[config.mk]
export PLATFORM = sky130hd
export DESIGN_NAME = gray_mem_arbiter_flat
export DESIGN_NICKNAME = d
export VERILOG_FILES = /design/src/rtl/gray_mem_arbiter_if.sv /design/src/rtl/gray_mem_arbiter.sv /design/src/flat_wrapper.sv
export SDC_FILE = /design/constraint.sdc
export NUM_CORES = 1
export LEC_CHECK = 0
export ABC_CLOCK_PERIOD_IN_PS = 1300
export CAP_MARGIN = 15
export CORE_ASPECT_RATIO = 1.1
export CORE_UTILIZATION = 33
export DETAILED_ROUTE_END_ITERATION = 10
export GPL_TIMING_DRIVEN = 0
export PLACE_DENSITY_LB_ADDON = 0.1
export SYNTH_ARGS = -nofsm -noshare
export SYNTH_HDL_FRONTEND = slang
export SYNTH_SLANG_ARGS = --single-unit
export TNS_END_PERCENT = 50
[constraint.sdc]
create_clock -name clk -period 1.3 [get_ports clk]
set_input_delay 0.13 -clock clk [delete_from_list [all_inputs] [get_ports clk]]
set_output_delay 0.13 -clock clk [all_outputs]
set_load 0.01 [all_outputs]
[src/rtl/gray_mem_arbiter_if.sv]
// gray_mem_arbiter_if
// Bundles every bus signal around the gray-image memory read arbiter.
//   master : arbiter side. Drives the memory read strobe/address, the grants,
//            and the per-requester return strobes and data.
//   slave  : environment side. Drives the memory ready/data and the requests
//            and addresses of the two fetch engines.
// Signals:
//   mem_ready, mem_rd, mem_addr[AW], mem_data[DW]  - memory read port
//   req0/1, addr0/1[AW]                            - requester inputs
//   gnt0/1, dvalid0/1, data0/1[DW]                 - requester outputs
interface gray_mem_arbiter_if #(
  parameter int AW = 14,
  parameter int DW = 8
);

  logic          mem_ready;
  logic          mem_rd;
  logic [AW-1:0] mem_addr;
  logic [DW-1:0] mem_data;

  logic          req0;
  logic          req1;
  logic [AW-1:0] addr0;
  logic [AW-1:0] addr1;

  logic          gnt0;
  logic          gnt1;
  logic          dvalid0;
  logic          dvalid1;
  logic [DW-1:0] data0;
  logic [DW-1:0] data1;

  modport master (
    input  mem_ready, mem_data, req0, req1, addr0, addr1,
    output mem_rd, mem_addr, gnt0, gnt1, dvalid0, dvalid1, data0, data1
  );

  modport slave (
    output mem_ready, mem_data, req0, req1, addr0, addr1,
    input  mem_rd, mem_addr, gnt0, gnt1, dvalid0, dvalid1, data0, data1
  );

endinterface

[src/rtl/gray_mem_arbiter.sv]
// gray_mem_arbiter
// Round-robin burst arbiter that shares the single read port of the gray-image
// memory between two pixel-fetch requesters. The port is owned for up to BURST
// accepted reads at a time, so one requester's window fetch is never
// interleaved with the other's. Read data returns one cycle after each
// accepted read, steered to the requester that issued it.
// Ports:
//   clk    - clock, all logic on the rising edge
//   reset  - synchronous, active-high
//   bus    - gray_mem_arbiter_if.master (memory port plus both requesters)
module gray_mem_arbiter #(
  parameter int AW    = 14,
  parameter int DW    = 8,
  parameter int BURST = 9
) (
  input  logic                      clk,
  input  logic                      reset,
  gray_mem_arbiter_if.master        bus
);

  typedef enum logic [1:0] {
    IDLE = 2'd0,
    OWN0 = 2'd1,
    OWN1 = 2'd2
  } state_t;

  state_t        state;
  state_t        state_next;
  logic [3:0]    cnt;
  logic          last;
  logic          own_req;
  logic          beat;
  logic          end_cond;
  logic          cnt_clr;
  logic          dvalid0_q;
  logic          dvalid1_q;
  logic [DW-1:0] data0_q;
  logic [DW-1:0] data1_q;
  logic [AW-1:0] addr_sel;

  // Request level of whoever currently owns the port (don't-care in IDLE).
  assign own_req  = (state == OWN1) ? bus.req1 : bus.req0;
  assign beat     = (state != IDLE) && own_req && bus.mem_ready;

  // A burst ends either on its last accepted read or when the owner lets go.
  assign end_cond = (state != IDLE) &&
                    ((beat && (cnt == 4'(BURST - 1))) || !own_req);

  // Owner 1 gets its own address; otherwise addr0 is presented, which is a
  // don't-care in IDLE because mem_rd is low there.
  assign addr_sel     = (state == OWN1) ? bus.addr1 : bus.addr0;
  assign bus.mem_addr = addr_sel;
  assign bus.mem_rd   = beat;
  assign bus.gnt0     = (state == OWN0);
  assign bus.gnt1     = (state == OWN1);

  // The memory presents data one cycle after acceptance, so the returned
  // pixel is passed straight through while dvalid is high and the registered
  // copy keeps it visible afterwards.
  assign bus.dvalid0  = dvalid0_q;
  assign bus.dvalid1  = dvalid1_q;
  assign bus.data0    = dvalid0_q ? bus.mem_data : data0_q;
  assign bus.data1    = dvalid1_q ? bus.mem_data : data1_q;

  // The counter restarts on any grant change and also when the same owner is
  // re-granted after exhausting its burst.
  assign cnt_clr = (state_next != state) || end_cond;

  // Next-state logic: a tie from IDLE goes to the requester that did not own
  // the port last; at the end of a burst the other requester is preferred.
  always_comb begin
    state_next = state;
    case (state)
      IDLE: begin
        if (bus.req0 && bus.req1) begin
          state_next = last ? OWN0 : OWN1;
        end else if (bus.req0) begin
          state_next = OWN0;
        end else if (bus.req1) begin
          state_next = OWN1;
        end
      end
      OWN0: begin
        if (end_cond) begin
          if (bus.req1) begin
            state_next = OWN1;
          end else if (bus.req0) begin
            state_next = OWN0;
          end else begin
            state_next = IDLE;
          end
        end
      end
      OWN1: begin
        if (end_cond) begin
          if (bus.req0) begin
            state_next = OWN0;
          end else if (bus.req1) begin
            state_next = OWN1;
          end else begin
            state_next = IDLE;
          end
        end
      end
      default: state_next = IDLE;
    endcase
  end

  // State, beat counter, round-robin pointer and the read-return path.
  // Reset drops any pending return so nothing is reported after it.
  always_ff @(posedge clk) begin
    if (reset) begin
      state     <= IDLE;
      cnt       <= 4'd0;
      last      <= 1'b1;
      dvalid0_q <= 1'b0;
      dvalid1_q <= 1'b0;
      data0_q   <= '0;
      data1_q   <= '0;
    end else begin
      state <= state_next;
      if (cnt_clr) begin
        cnt <= 4'd0;
      end else if (beat) begin
        cnt <= cnt + 4'd1;
      end
      if ((state != IDLE) && (state_next != state)) begin
        last <= (state == OWN1);
      end
      dvalid0_q <= beat && (state == OWN0);
      dvalid1_q <= beat && (state == OWN1);
      data0_q   <= bus.data0;
      data1_q   <= bus.data1;
    end
  end

endmodule
[src/flat_wrapper.sv]
// flat-port wrapper written by rule: the top's interface ports become plain ports
module gray_mem_arbiter_flat 
#(
  parameter int AW    = 14,
  parameter int DW    = 8,
  parameter int BURST = 9
)
  (clk, reset, bus_mem_ready, bus_mem_data, bus_req0, bus_req1, bus_addr0, bus_addr1, bus_mem_rd, bus_mem_addr, bus_gnt0, bus_gnt1, bus_dvalid0, bus_dvalid1, bus_data0, bus_data1);
  gray_mem_arbiter_if #(.AW(AW), .DW(DW)) bus_i ();
  input  logic clk;
  input  logic reset;
  input wire logic [$bits(bus_i.mem_ready)-1:0] bus_mem_ready;
  input wire logic [$bits(bus_i.mem_data)-1:0] bus_mem_data;
  input wire logic [$bits(bus_i.req0)-1:0] bus_req0;
  input wire logic [$bits(bus_i.req1)-1:0] bus_req1;
  input wire logic [$bits(bus_i.addr0)-1:0] bus_addr0;
  input wire logic [$bits(bus_i.addr1)-1:0] bus_addr1;
  output wire logic [$bits(bus_i.mem_rd)-1:0] bus_mem_rd;
  output wire logic [$bits(bus_i.mem_addr)-1:0] bus_mem_addr;
  output wire logic [$bits(bus_i.gnt0)-1:0] bus_gnt0;
  output wire logic [$bits(bus_i.gnt1)-1:0] bus_gnt1;
  output wire logic [$bits(bus_i.dvalid0)-1:0] bus_dvalid0;
  output wire logic [$bits(bus_i.dvalid1)-1:0] bus_dvalid1;
  output wire logic [$bits(bus_i.data0)-1:0] bus_data0;
  output wire logic [$bits(bus_i.data1)-1:0] bus_data1;
  assign bus_i.mem_ready = bus_mem_ready;
  assign bus_i.mem_data = bus_mem_data;
  assign bus_i.req0 = bus_req0;
  assign bus_i.req1 = bus_req1;
  assign bus_i.addr0 = bus_addr0;
  assign bus_i.addr1 = bus_addr1;
  assign bus_mem_rd = bus_i.mem_rd;
  assign bus_mem_addr = bus_i.mem_addr;
  assign bus_gnt0 = bus_i.gnt0;
  assign bus_gnt1 = bus_i.gnt1;
  assign bus_dvalid0 = bus_i.dvalid0;
  assign bus_dvalid1 = bus_i.dvalid1;
  assign bus_data0 = bus_i.data0;
  assign bus_data1 = bus_i.data1;
  gray_mem_arbiter #(.AW(AW), .DW(DW), .BURST(BURST)) u_core (.clk(clk), .reset(reset), .bus(bus_i));
endmodule
==> report_table.html, run 1 <==
<table>
<tr><th>Metric</th><th>Value</th></tr>
<tr><th colspan="2">Drt</th></tr>
<tr><td>Per-cell via count in the routed design</td><td>between 4 and 5</td></tr>
<tr><td>Overall via count from detail_route</td><td>1431</td></tr>
<tr><td>Average wire length per cell after detail routing</td><td>around 14 µm</td></tr>
<tr><td>Total Routed Length</td><td>between 4 and 5 mm</td></tr>
<tr><td>DRC violation total after the first TritonRoute iteration</td><td>38</td></tr>
<tr><td>Drt pass-1 iters</td><td>4</td></tr>
<tr><td>Residual DRC</td><td>0</td></tr>
<tr><td>Remaining antenna violation count</td><td>0</td></tr>
<tr><th colspan="2">Die</th></tr>
<tr><td>Die Wd</td><td>around 60 µm</td></tr>
<tr><td>Die ar.</td><td>a little over 0.004 mm²</td></tr>
<tr><td>I/O pin count</td><td>between 70 and 80</td></tr>
<tr><td>Initial core utilization</td><td>about a third</td></tr>
<tr><td>Area inside the core boundary</td><td>about 0.0037 mm²</td></tr>
<tr><td>Overall die height</td><td>around 67 µm</td></tr>
<tr><td>Total number of placement rows</td><td>23</td></tr>
<tr><th colspan="2">Critical path</th></tr>
<tr><td>Reg-to-Reg Start</td><td>u_core.state[1]$_SDFF_PP0_</td></tr>
<tr><td>CP endpoint kind</td><td>primary output</td></tr>
<tr><td>Critical R2R Capture</td><td>u_core.cnt[2]$_SDFFE_PP0P_</td></tr>
<tr><td>Data arrival time of the critical path</td><td>approximately 1400 ps</td></tr>
<tr><td>Crit path max fanout</td><td>7</td></tr>
<tr><td>Register-to-Register Setup Slack</td><td>-180 ps</td></tr>
<tr><td>Kind of critical path</td><td>reg2out</td></tr>
<tr><td>Highest cell delay on the worst timing path</td><td>approximately 340 ps</td></tr>
<tr><td>Worst-case reg-to-reg path depth</td><td>5</td></tr>
<tr><td>Worst path required time</td><td>1170 ps</td></tr>
<tr><td>Launching element type of the critical path</td><td>flop</td></tr>
<tr><td>Max stage delay cell, worst path</td><td>sky130_fd_sc_hd__dfxtp_2</td></tr>
<tr><td>Cell breakdown of the critical path</td><td>buf_6 &gt; nand2_8 &gt; inv_8 &gt; buf_12 &gt; buf_8 &gt; nand2_2 &gt; nand2_1 &gt; buf_2</td></tr>
<tr><th colspan="2">Clock network</th></tr>
<tr><td>Sinks on the clock net</td><td>25</td></tr>
<tr><td>Post-CTS Hold Fix Bufs</td><td>0</td></tr>
<tr><td>Maximum number of buffers from clock root to sink</td><td>2</td></tr>
<tr><td>Worst skew pair latency</td><td>280 ps</td></tr>
<tr><td>H-tree level count</td><td>1</td></tr>
<tr><td>Clock Root Buffer</td><td>sky130_fd_sc_hd__clkbuf_8</td></tr>
<tr><td>Total clock buffers created by CTS</td><td>3</td></tr>
<tr><td>Clock-pin transition on the worst setup and hold timing paths</td><td>90 ps</td></tr>
<tr><td>Clock tree from TritonCTS</td><td>built</td></tr>
<tr><th colspan="2">Finish</th></tr>
<tr><td>Antenna cell count</td><td>0</td></tr>
<tr><td>Number of fill cells in the layout</td><td>317</td></tr>
<tr><td>Layout cells sized above 1</td><td>46.48%</td></tr>
<tr><td>Layout overhead on the synthesized area</td><td>99.71%</td></tr>
<tr><td>Post-route insts no fill</td><td>306</td></tr>
<tr><td>Layout net count</td><td>300</td></tr>
<tr><th colspan="2">Power</th></tr>
<tr><td>Leakage power</td><td>between 1 and 1.5 nW</td></tr>
<tr><td>Tot Pwr</td><td>about 1.7 mW</td></tr>
<tr><td>Power per unit of standard cell area</td><td>~680 mW/mm²</td></tr>
<tr><td>Maximum vdd ir drop</td><td>between 0.0004 and 0.0005 V</td></tr>
<tr><th colspan="2">Yosys</th></tr>
<tr><td>Mean instance size in the synthesized netlist</td><td>about 8.3 µm²</td></tr>
<tr><td>Most used standard cell by instance count after synthesis</td><td>sky130_fd_sc_hd__nand2_1</td></tr>
<tr><td>Syn_nets</td><td>about 200</td></tr>
<tr><td>Largest cells by area after synthesis</td><td>sky130_fd_sc_hd__dfxtp_1 (39%), sky130_fd_sc_hd__mux2_2 (14%), sky130_fd_sc_hd__nand2_1 (14%), sky130_fd_sc_hd__nor2b_1 (7.8%), sky130_fd_sc_hd__ha_1 (2.0%)</td></tr>
<tr><td>Share of the yosys chip area belonging to registers</td><td>about 40%</td></tr>
<tr><td>Count of warnings emitted by yosys</td><td>0</td></tr>
<tr><td>Area share of the largest cell type after synthesis</td><td>around two fifths</td></tr>
<tr><td>Number of synthesized register bits</td><td>25</td></tr>
<tr><td>Cell area after technology mapping</td><td>around 0.0013 mm²</td></tr>
<tr><td>Cell type with the highest aggregate area in the netlist</td><td>sky130_fd_sc_hd__dfxtp_1</td></tr>
<tr><td>Number of synthesized flops with an enable pin</td><td>0</td></tr>
<tr><td>Dominant synthesized flop cell</td><td>sky130_fd_sc_hd__dfxtp_1</td></tr>
<tr><td>Async SR Flop Fraction</td><td>0%</td></tr>
<tr><td>Number of distinct library cells after synthesis</td><td>33</td></tr>
<tr><td>Cell types with the highest counts after synthesis</td><td>sky130_fd_sc_hd__nand2_1 (47), sky130_fd_sc_hd__dfxtp_1 (25), sky130_fd_sc_hd__mux2_2 (16), sky130_fd_sc_hd__nor2b_1 (16), sky130_fd_sc_hd__nor2_1 (6)</td></tr>
<tr><td>Gate Count Post-Synth</td><td>around 150</td></tr>
<tr><th colspan="2">Timing</th></tr>
<tr><td>Number of max-slew violations in the final report</td><td>0</td></tr>
<tr><td>Highest Clock Rate</td><td>a little under 700 MHz</td></tr>
<tr><td>Final worst-path cycle share</td><td>114.0%</td></tr>
<tr><td>RSZ-0062 raised after global routing</td><td>true</td></tr>
<tr><td>Slew at the pin with the worst max-slew slack</td><td>between 500 and 600 ps</td></tr>
<tr><td>Post-layout min period</td><td>about 1500 ps</td></tr>
<tr><td>Final worst slack</td><td>-181.5 ps</td></tr>
<tr><td>Setup violators final</td><td>37</td></tr>
<tr><td>Count of endpoints failing hold in the final timing report</td><td>0</td></tr>
<tr><td>Max Clock Skew</td><td>9.650 ps</td></tr>
<tr><td>Worst slew margin relative to its limit</td><td>~66%</td></tr>
<tr><td>Total negative setup slack</td><td>-3209 ps</td></tr>
<tr><th colspan="2">Placed design</th></tr>
<tr><td>Number of placed cells counting well taps</td><td>between 200 and 300</td></tr>
<tr><td>Port Buffers</td><td>75</td></tr>
<tr><td>Final weighted congestion in routability-driven placement</td><td>0.7526</td></tr>
<tr><td>Worst-case setup slack after placement</td><td>-598.1 ps</td></tr>
<tr><td>Post-detail-place hpwl</td><td>2.761 mm</td></tr>
<tr><th colspan="2">GRT</th></tr>
<tr><td>First-pass GRT wire length</td><td>roughly 6 mm</td></tr>
<tr><td>Pin count of the biggest net entering global routing</td><td>17</td></tr>
<tr><td>Initial antenna violation count</td><td>0</td></tr>
<tr><td>Number of global-route vias before repair</td><td>1278</td></tr>
<tr><td>Total Routing Usage GR</td><td>between 15 and 20%</td></tr>
<tr><td>Total grt overflow</td><td>0</td></tr>
<tr><th colspan="2">Status</th></tr>
<tr><td>Outcome</td><td>finished, violations left</td></tr>
<tr><td>Violated checks</td><td>setup timing</td></tr>
<tr><th colspan="2">Min path</th></tr>
<tr><td>Startpoint of the most critical hold path</td><td>bus_req1</td></tr>
<tr><td>End of the worst hold path</td><td>u_core.state[1]$_SDFF_PP0_</td></tr>
<tr><td>Hold Crit Depth</td><td>3</td></tr>
<tr><td>Classification of the worst-slack hold path</td><td>in2reg</td></tr>
<tr><th colspan="2">Run</th></tr>
<tr><td>Number of max-cap violations</td><td>0</td></tr>
</table>
## cell type report
type,instances,area [µm²],share of cell area [%]
clock buffers,3,41.29,1.617
plain buffers,8,86.33,3.381
clock inverters,1,8.758,0.3430
well taps,50,62.56,2.450
flip-flops and latches,25,510.5,19.99
repair buffers,98,918.4,35.96
multi-input cells,115,890.9,34.88
inverters,6,35.03,1.372
## metal layers
layer	track usage [%]	share of wire (%)	wire length (µm)
met5	0	0	0
met2	36.55	54	2333
met4	8.333	1.8	76
met3	4.023	5.5	235
met1	20.52	38	1640
## metrics by stage
step	cell area, µm²	hold WS [ps]	util (%)
2_1_floorplan	1299	233.9	-
3_3_place_gp	2112	486.4	57.34
3_5_place_dp	2112	501.5	57.34
4_1_cts	2342	314.1	63.59
5_1_grt	2554	356.5	69.33
6_report	2554	345.4	69.33
## worst max path at each step
stage	slack, ps	startpoint	to	depth (start not counted)
after global routing	-240	u_core.state[1]$_SDFF_PP0_	bus_mem_addr[9]	8
final	-180	u_core.state[1]$_SDFF_PP0_	bus_mem_addr[9]	8
after global placement	-590	bus_req1	bus_mem_rd	5
after detailed placement	-600	bus_req1	bus_mem_rd	5
after CTS	-200	u_core.bus.dvalid1$_SDFF_PP0_	bus_data1[7]	3
after floorplan	-50	u_core.cnt[0]$_SDFFE_PP0P_	u_core.last$_SDFFE_PP1P_	7
## what timing repair did
action | CTS | global route
pin swaps | 22 | 8
buffers inserted | 11 | 10
gates resized for setup | 191 | 41
gates cloned | 2 | 0
setup endpoints to repair | 42 | 41
endpoints found under the hold margin | 0 | 0
## flip-flops by register name, indices dropped and copies added (netlist names)
name                count
u_core.cnt              4
u_core.last             1
u_core.bus.dvalid1      1
u_core.data0_q          8
u_core.bus.dvalid0      1
u_core.state            2
u_core.data1_q          8
## power by group
part	switching, mW	internal (mW)	leakage (nW)	total, mW
Sequential	0.00832	0.773	0.205	0.782
Combinational	0.193	0.261	0.958	0.454
Clock	0.267	0.225	0.0261	0.492
Total	0.469	1.26	1.19	1.73
## cells in the final DEF (no fill, tap or decap), types with 2 or more instances in the layout
cell type,count
sky130_fd_sc_hd__nand2_1,29
sky130_fd_sc_hd__o211ai_1,2
sky130_fd_sc_hd__dfxtp_1,19
sky130_fd_sc_hd__buf_4,19
sky130_fd_sc_hd__a21oi_1,2
sky130_fd_sc_hd__nand2_4,3
sky130_fd_sc_hd__clkdlybuf4s50_1,39
sky130_fd_sc_hd__inv_1,2
sky130_fd_sc_hd__buf_2,12
sky130_fd_sc_hd__nand2_2,14
sky130_fd_sc_hd__inv_2,2
sky130_fd_sc_hd__inv_6,2
sky130_fd_sc_hd__xor2_1,2
sky130_fd_sc_hd__nor2b_1,16
sky130_fd_sc_hd__dfxtp_2,5
sky130_fd_sc_hd__buf_6,28
sky130_fd_sc_hd__buf_8,4
sky130_fd_sc_hd__a21o_1,2
sky130_fd_sc_hd__mux2_4,16
sky130_fd_sc_hd__mux2i_1,2
sky130_fd_sc_hd__clkbuf_1,2
sky130_fd_sc_hd__clkbuf_8,3
sky130_fd_sc_hd__nor2_1,6
## worst max-delay path: cells and delay by family (launching register included)
| kind | cells | cell delay [ps] |
|---|---|---|
| buffers and inverters | 5 | 550 |
| flip-flops | 1 | 340 |
| AND/OR/NAND/NOR | 3 | 190 |
## cells by family (layout without fill, tap and decap cells)
| group | Yosys count | after routing | synth area share (%) |
|---|---|---|---|
| multiplexers | 18 | 18 | 15.66 |
| adder cells (fa/ha/maj) | 2 | 2 | 1.957 |
| XOR/XNOR | 3 | 3 | 2.055 |
| AND/OR/NAND/NOR | 80 | 80 | 29.36 |
| AO/OA/AOI/OAI | 12 | 12 | 6.849 |
| buffers and inverters | 14 | 116 | 4.989 |
| flip-flops | 25 | 25 | 39.14 |
(Power assumes the default switching activity.)
==> inputs of run 2 (changes only) <==
Settings changed: CORE_ASPECT_RATIO 1.1 to 1.5, SLEW_MARGIN set to 15.
==> run 2 against run 1 <==
Effect of this change:
- the flow still finishes with violations (setup timing)
- power decreased by 2.7%
- utilization decreased by 2.3 points
- setup slack improved by 85 ps
- die area increased by 0.12%
- critical path depth decreased by 2
- register-to-register slack improved by 90 ps
- via count decreased by 0.63%
- clock skew decreased by 1.8 ps
==> report_table.html, run 2 (same netlist as run 1, synthesis figures left out) <==
<table>
<tr><th>Metric</th><th>Value</th></tr>
<tr><th colspan="2">Status</th></tr>
<tr><td>Outcome</td><td>finished, violations left</td></tr>
<tr><td>Violated checks</td><td>setup timing</td></tr>
<tr><th colspan="2">Clock network</th></tr>
<tr><td>Post-CTS Hold Fix Bufs</td><td>0 (unchanged)</td></tr>
<tr><td>Sinks on the clock net</td><td>25 (unchanged)</td></tr>
<tr><td>Worst skew pair latency</td><td>270 ps (about the same)</td></tr>
<tr><td>Clock-pin transition on the worst setup and hold timing paths</td><td>100 ps (about the same)</td></tr>
<tr><td>Total clock buffers created by CTS</td><td>3 (unchanged)</td></tr>
<tr><td>Clock tree from TritonCTS</td><td>built</td></tr>
<tr><td>H-tree level count</td><td>1 (unchanged)</td></tr>
<tr><td>Maximum number of buffers from clock root to sink</td><td>2 (unchanged)</td></tr>
<tr><td>Clock Root Buffer</td><td>sky130_fd_sc_hd__clkbuf_8</td></tr>
<tr><th colspan="2">Timing</th></tr>
<tr><td>Number of max-slew violations in the final report</td><td>0 (unchanged)</td></tr>
<tr><td>RSZ-0062 raised after global routing</td><td>true</td></tr>
<tr><td>Post-layout min period</td><td>1396 ps (-85.08 ps)</td></tr>
<tr><td>Slew at the pin with the worst max-slew slack</td><td>538.3 ps (+22.13 ps)</td></tr>
<tr><td>Setup violators final</td><td>36 (-2.7%)</td></tr>
<tr><td>Highest Clock Rate</td><td>716.1 MHz (+6.1%)</td></tr>
<tr><td>Hold_ws</td><td>331.1 ps (-14.31 ps)</td></tr>
<tr><td>Final worst-path cycle share</td><td>107.4% (-6.5 points)</td></tr>
<tr><td>Total negative setup slack</td><td>-1997 ps (+1212 ps)</td></tr>
<tr><td>Count of endpoints failing hold in the final timing report</td><td>0 (unchanged)</td></tr>
<tr><td>Worst slew margin relative to its limit</td><td>64.12% (-1.5 points)</td></tr>
<tr><td>Final worst slack</td><td>-96.43 ps (+85.08 ps)</td></tr>
<tr><td>Max Clock Skew</td><td>7.818 ps (-1.832 ps)</td></tr>
<tr><th colspan="2">Power</th></tr>
<tr><td>Maximum vdd ir drop</td><td>0.0005933 V (+32%)</td></tr>
<tr><td>Leakage power</td><td>1.160 nW (-2.4%)</td></tr>
<tr><td>Power per unit of standard cell area</td><td>681.2 mW/mm² (+0.63%)</td></tr>
<tr><th colspan="2">GRT</th></tr>
<tr><td>Total Routing Usage GR</td><td>20.08% (+0.60 points)</td></tr>
<tr><td>Total grt overflow</td><td>0 (unchanged)</td></tr>
<tr><td>Number of global-route vias before repair</td><td>1385 (+8.4%)</td></tr>
<tr><td>Initial antenna violation count</td><td>0 (unchanged)</td></tr>
<tr><td>Pin count of the biggest net entering global routing</td><td>16 (-1)</td></tr>
<tr><td>First-pass GRT wire length</td><td>6.285 mm (+7.7%)</td></tr>
<tr><th colspan="2">Die</th></tr>
<tr><td>Die ar.</td><td>0.004133 mm² (+0.12%)</td></tr>
<tr><td>Initial core utilization</td><td>34.73% (about the same)</td></tr>
<tr><td>Area inside the core boundary</td><td>0.003682 mm² (about the same)</td></tr>
<tr><td>I/O pin count</td><td>76 (unchanged)</td></tr>
<tr><td>Total number of placement rows</td><td>27 (+17%)</td></tr>
<tr><td>Overall die height</td><td>78.24 µm (+16%)</td></tr>
<tr><td>Die Wd</td><td>52.83 µm (-14%)</td></tr>
<tr><th colspan="2">Critical path</th></tr>
<tr><td>Register-to-Register Setup Slack</td><td>-100 ps (+90 ps)</td></tr>
<tr><td>Kind of critical path</td><td>reg2reg</td></tr>
<tr><td>Reg-to-Reg Start</td><td>u_core.cnt[1]$_SDFFE_PP0P_</td></tr>
<tr><td>Worst path required time</td><td>1460 ps (+290 ps)</td></tr>
<tr><td>Critical R2R Capture</td><td>u_core.last$_SDFFE_PP1P_</td></tr>
<tr><td>Crit path max fanout</td><td>5 (-2)</td></tr>
<tr><td>Data arrival time of the critical path</td><td>1560 ps (+210 ps)</td></tr>
<tr><td>Worst-case reg-to-reg path depth</td><td>6 (+1)</td></tr>
<tr><td>Launching element type of the critical path</td><td>flop</td></tr>
<tr><td>CP endpoint kind</td><td>flop</td></tr>
<tr><th colspan="2">Finish</th></tr>
<tr><td>Commonest cells after routing, fill and taps aside</td><td>sky130_fd_sc_hd__clkdlybuf4s50_1 (38), sky130_fd_sc_hd__nand2_1 (34), sky130_fd_sc_hd__buf_6 (21), sky130_fd_sc_hd__dfxtp_1 (19), sky130_fd_sc_hd__buf_4 (17)</td></tr>
<tr><td>Antenna cell count</td><td>0 (unchanged)</td></tr>
<tr><td>Leading registers by flop count</td><td>u_core.data0_q x8, u_core.data1_q x8, u_core.cnt x4</td></tr>
<tr><td>Layout cells sized above 1</td><td>43.20% (-3.3 points)</td></tr>
<tr><td>Fin area</td><td>0.002469 mm² (-3.3%)</td></tr>
<tr><td>Most common cell after layout, fill and taps aside</td><td>sky130_fd_sc_hd__clkdlybuf4s50_1</td></tr>
<tr><td>Layout overhead on the synthesized area</td><td>93.05%</td></tr>
<tr><td>Layout net count</td><td>294 (-2.0%)</td></tr>
<tr><th colspan="2">Min path</th></tr>
<tr><td>Hold Crit Depth</td><td>3 (unchanged)</td></tr>
<tr><td>Classification of the worst-slack hold path</td><td>in2reg</td></tr>
<tr><td>Startpoint of the most critical hold path</td><td>bus_req0</td></tr>
<tr><td>End of the worst hold path</td><td>u_core.state[0]$_SDFF_PP0_</td></tr>
<tr><th colspan="2">Placed design</th></tr>
<tr><td>Area of placed instances</td><td>0.002103 mm² (-0.41%)</td></tr>
<tr><td>Port Buffers</td><td>75 (unchanged)</td></tr>
<tr><td>Post-detail-place hpwl</td><td>2.850 mm (+3.2%)</td></tr>
<tr><td>Final weighted congestion in routability-driven placement</td><td>0.7029 (-6.6%)</td></tr>
<tr><th colspan="2">Drt</th></tr>
<tr><td>Overall via count from detail_route</td><td>1422 (-0.63%)</td></tr>
<tr><td>Per-cell via count in the routed design</td><td>4.853 (+3.8%)</td></tr>
<tr><td>Average wire length per cell after detail routing</td><td>14.47 µm (+3.3%)</td></tr>
<tr><td>Total Routed Length</td><td>4.241 mm (-1.0%)</td></tr>
<tr><td>Remaining antenna violation count</td><td>0 (unchanged)</td></tr>
<tr><td>Drt pass-1 iters</td><td>4 (unchanged)</td></tr>
<tr><td>DRC violation total after the first TritonRoute iteration</td><td>25 (-34%)</td></tr>
<tr><td>Residual DRC</td><td>0 (unchanged)</td></tr>
<tr><th colspan="2">Run</th></tr>
<tr><td>Number of max-cap violations</td><td>0 (unchanged)</td></tr>
</table>
## run 2: cell types whose count changed in the layout (fill, tap and decap cells not counted), sizes merged
| cell | delta |
|---|---|
| clkbuf | +2 |
| clkinvlp | +1 |
| dlymetal6s2s | +1 |
| clkdlybuf4s50 | -1 |
| inv | -2 |
| clkinv | +1 |
| dlygate4sd2 | +1 |
| buf | -9 |
## run 2: final cells by class
cell class / count / area (µm²)
Fill cell: 310 / 1214
Multi-Input combinational cell: 115 / 870.8
Timing Repair Buffer: 93 / 848.3
Sequential cell: 25 / 510.5
Buffer: 7 / 98.84
Tap cell: 43 / 53.80
Clock buffer: 3 / 41.29
Inverter: 6 / 37.54
Clock inverter: 1 / 7.507
## run 2: layer usage
metal | vias up | wire length (µm) | track usage [%]
li1 | 693 | - | -
met1 | 661 | 1628 | 21.86
met2 | 54 | 2324 | 37.72
met3 | 14 | 204 | 2.907
met4 | 0 | 83 | 6.316
met5 | - | 0 | 0
## run 2: repair_timing
action | 4_1_cts | 5_1_grt
setup endpoints to repair | 40 | 39
buffers inserted | 12 | 5
pin swaps | 13 | 4
resized for setup | 204 | 17
gates cloned | 1 | 0
## run 2: critical path: stages, from the launching register on
cell	delay, ps
sky130_fd_sc_hd__dfxtp_2	340
sky130_fd_sc_hd__inv_2	60
sky130_fd_sc_hd__ha_4	130
sky130_fd_sc_hd__and4b_2	290
sky130_fd_sc_hd__a21oi_2	70
sky130_fd_sc_hd__a21o_1	160
sky130_fd_sc_hd__a211o_1	240
## run 2: report_power, final
group | internal (mW) | switching (mW) | total, mW
clock network | 0.217 | 0.257 | 0.474
logic | 0.245 | 0.183 | 0.428
registers | 0.773 | 0.00622 | 0.780
total | 1.24 | 0.446 | 1.68
## run 2: worst max-delay path by stage
stage | slack (ps) | from | to
2_1_floorplan | -50 | u_core.cnt[0]$_SDFFE_PP0P_ | u_core.last$_SDFFE_PP1P_
3_3_place_gp | -590 | bus_req1 | bus_mem_rd
3_5_place_dp | -610 | bus_req1 | bus_mem_rd
4_1_cts | -110 | u_core.cnt[1]$_SDFFE_PP0P_ | u_core.last$_SDFFE_PP1P_
5_1_grt | -150 | u_core.cnt[0]$_SDFFE_PP0P_ | u_core.last$_SDFFE_PP1P_
6_report | -100 | u_core.cnt[1]$_SDFFE_PP0P_ | u_core.last$_SDFFE_PP1P_
## run 2: per-stage QoR
stage               worst slack [ps]  cells  util [%]  power (mW)
floorplan                     -53.16    154         -      0.9300
global placement              -590.0    272     57.12       1.166
detailed placement            -608.2    272     57.12       1.174
CTS                           -106.1    289     64.49       1.654
global route                  -151.6    293     67.04       1.760
finish                        -96.43    293     67.04       1.682
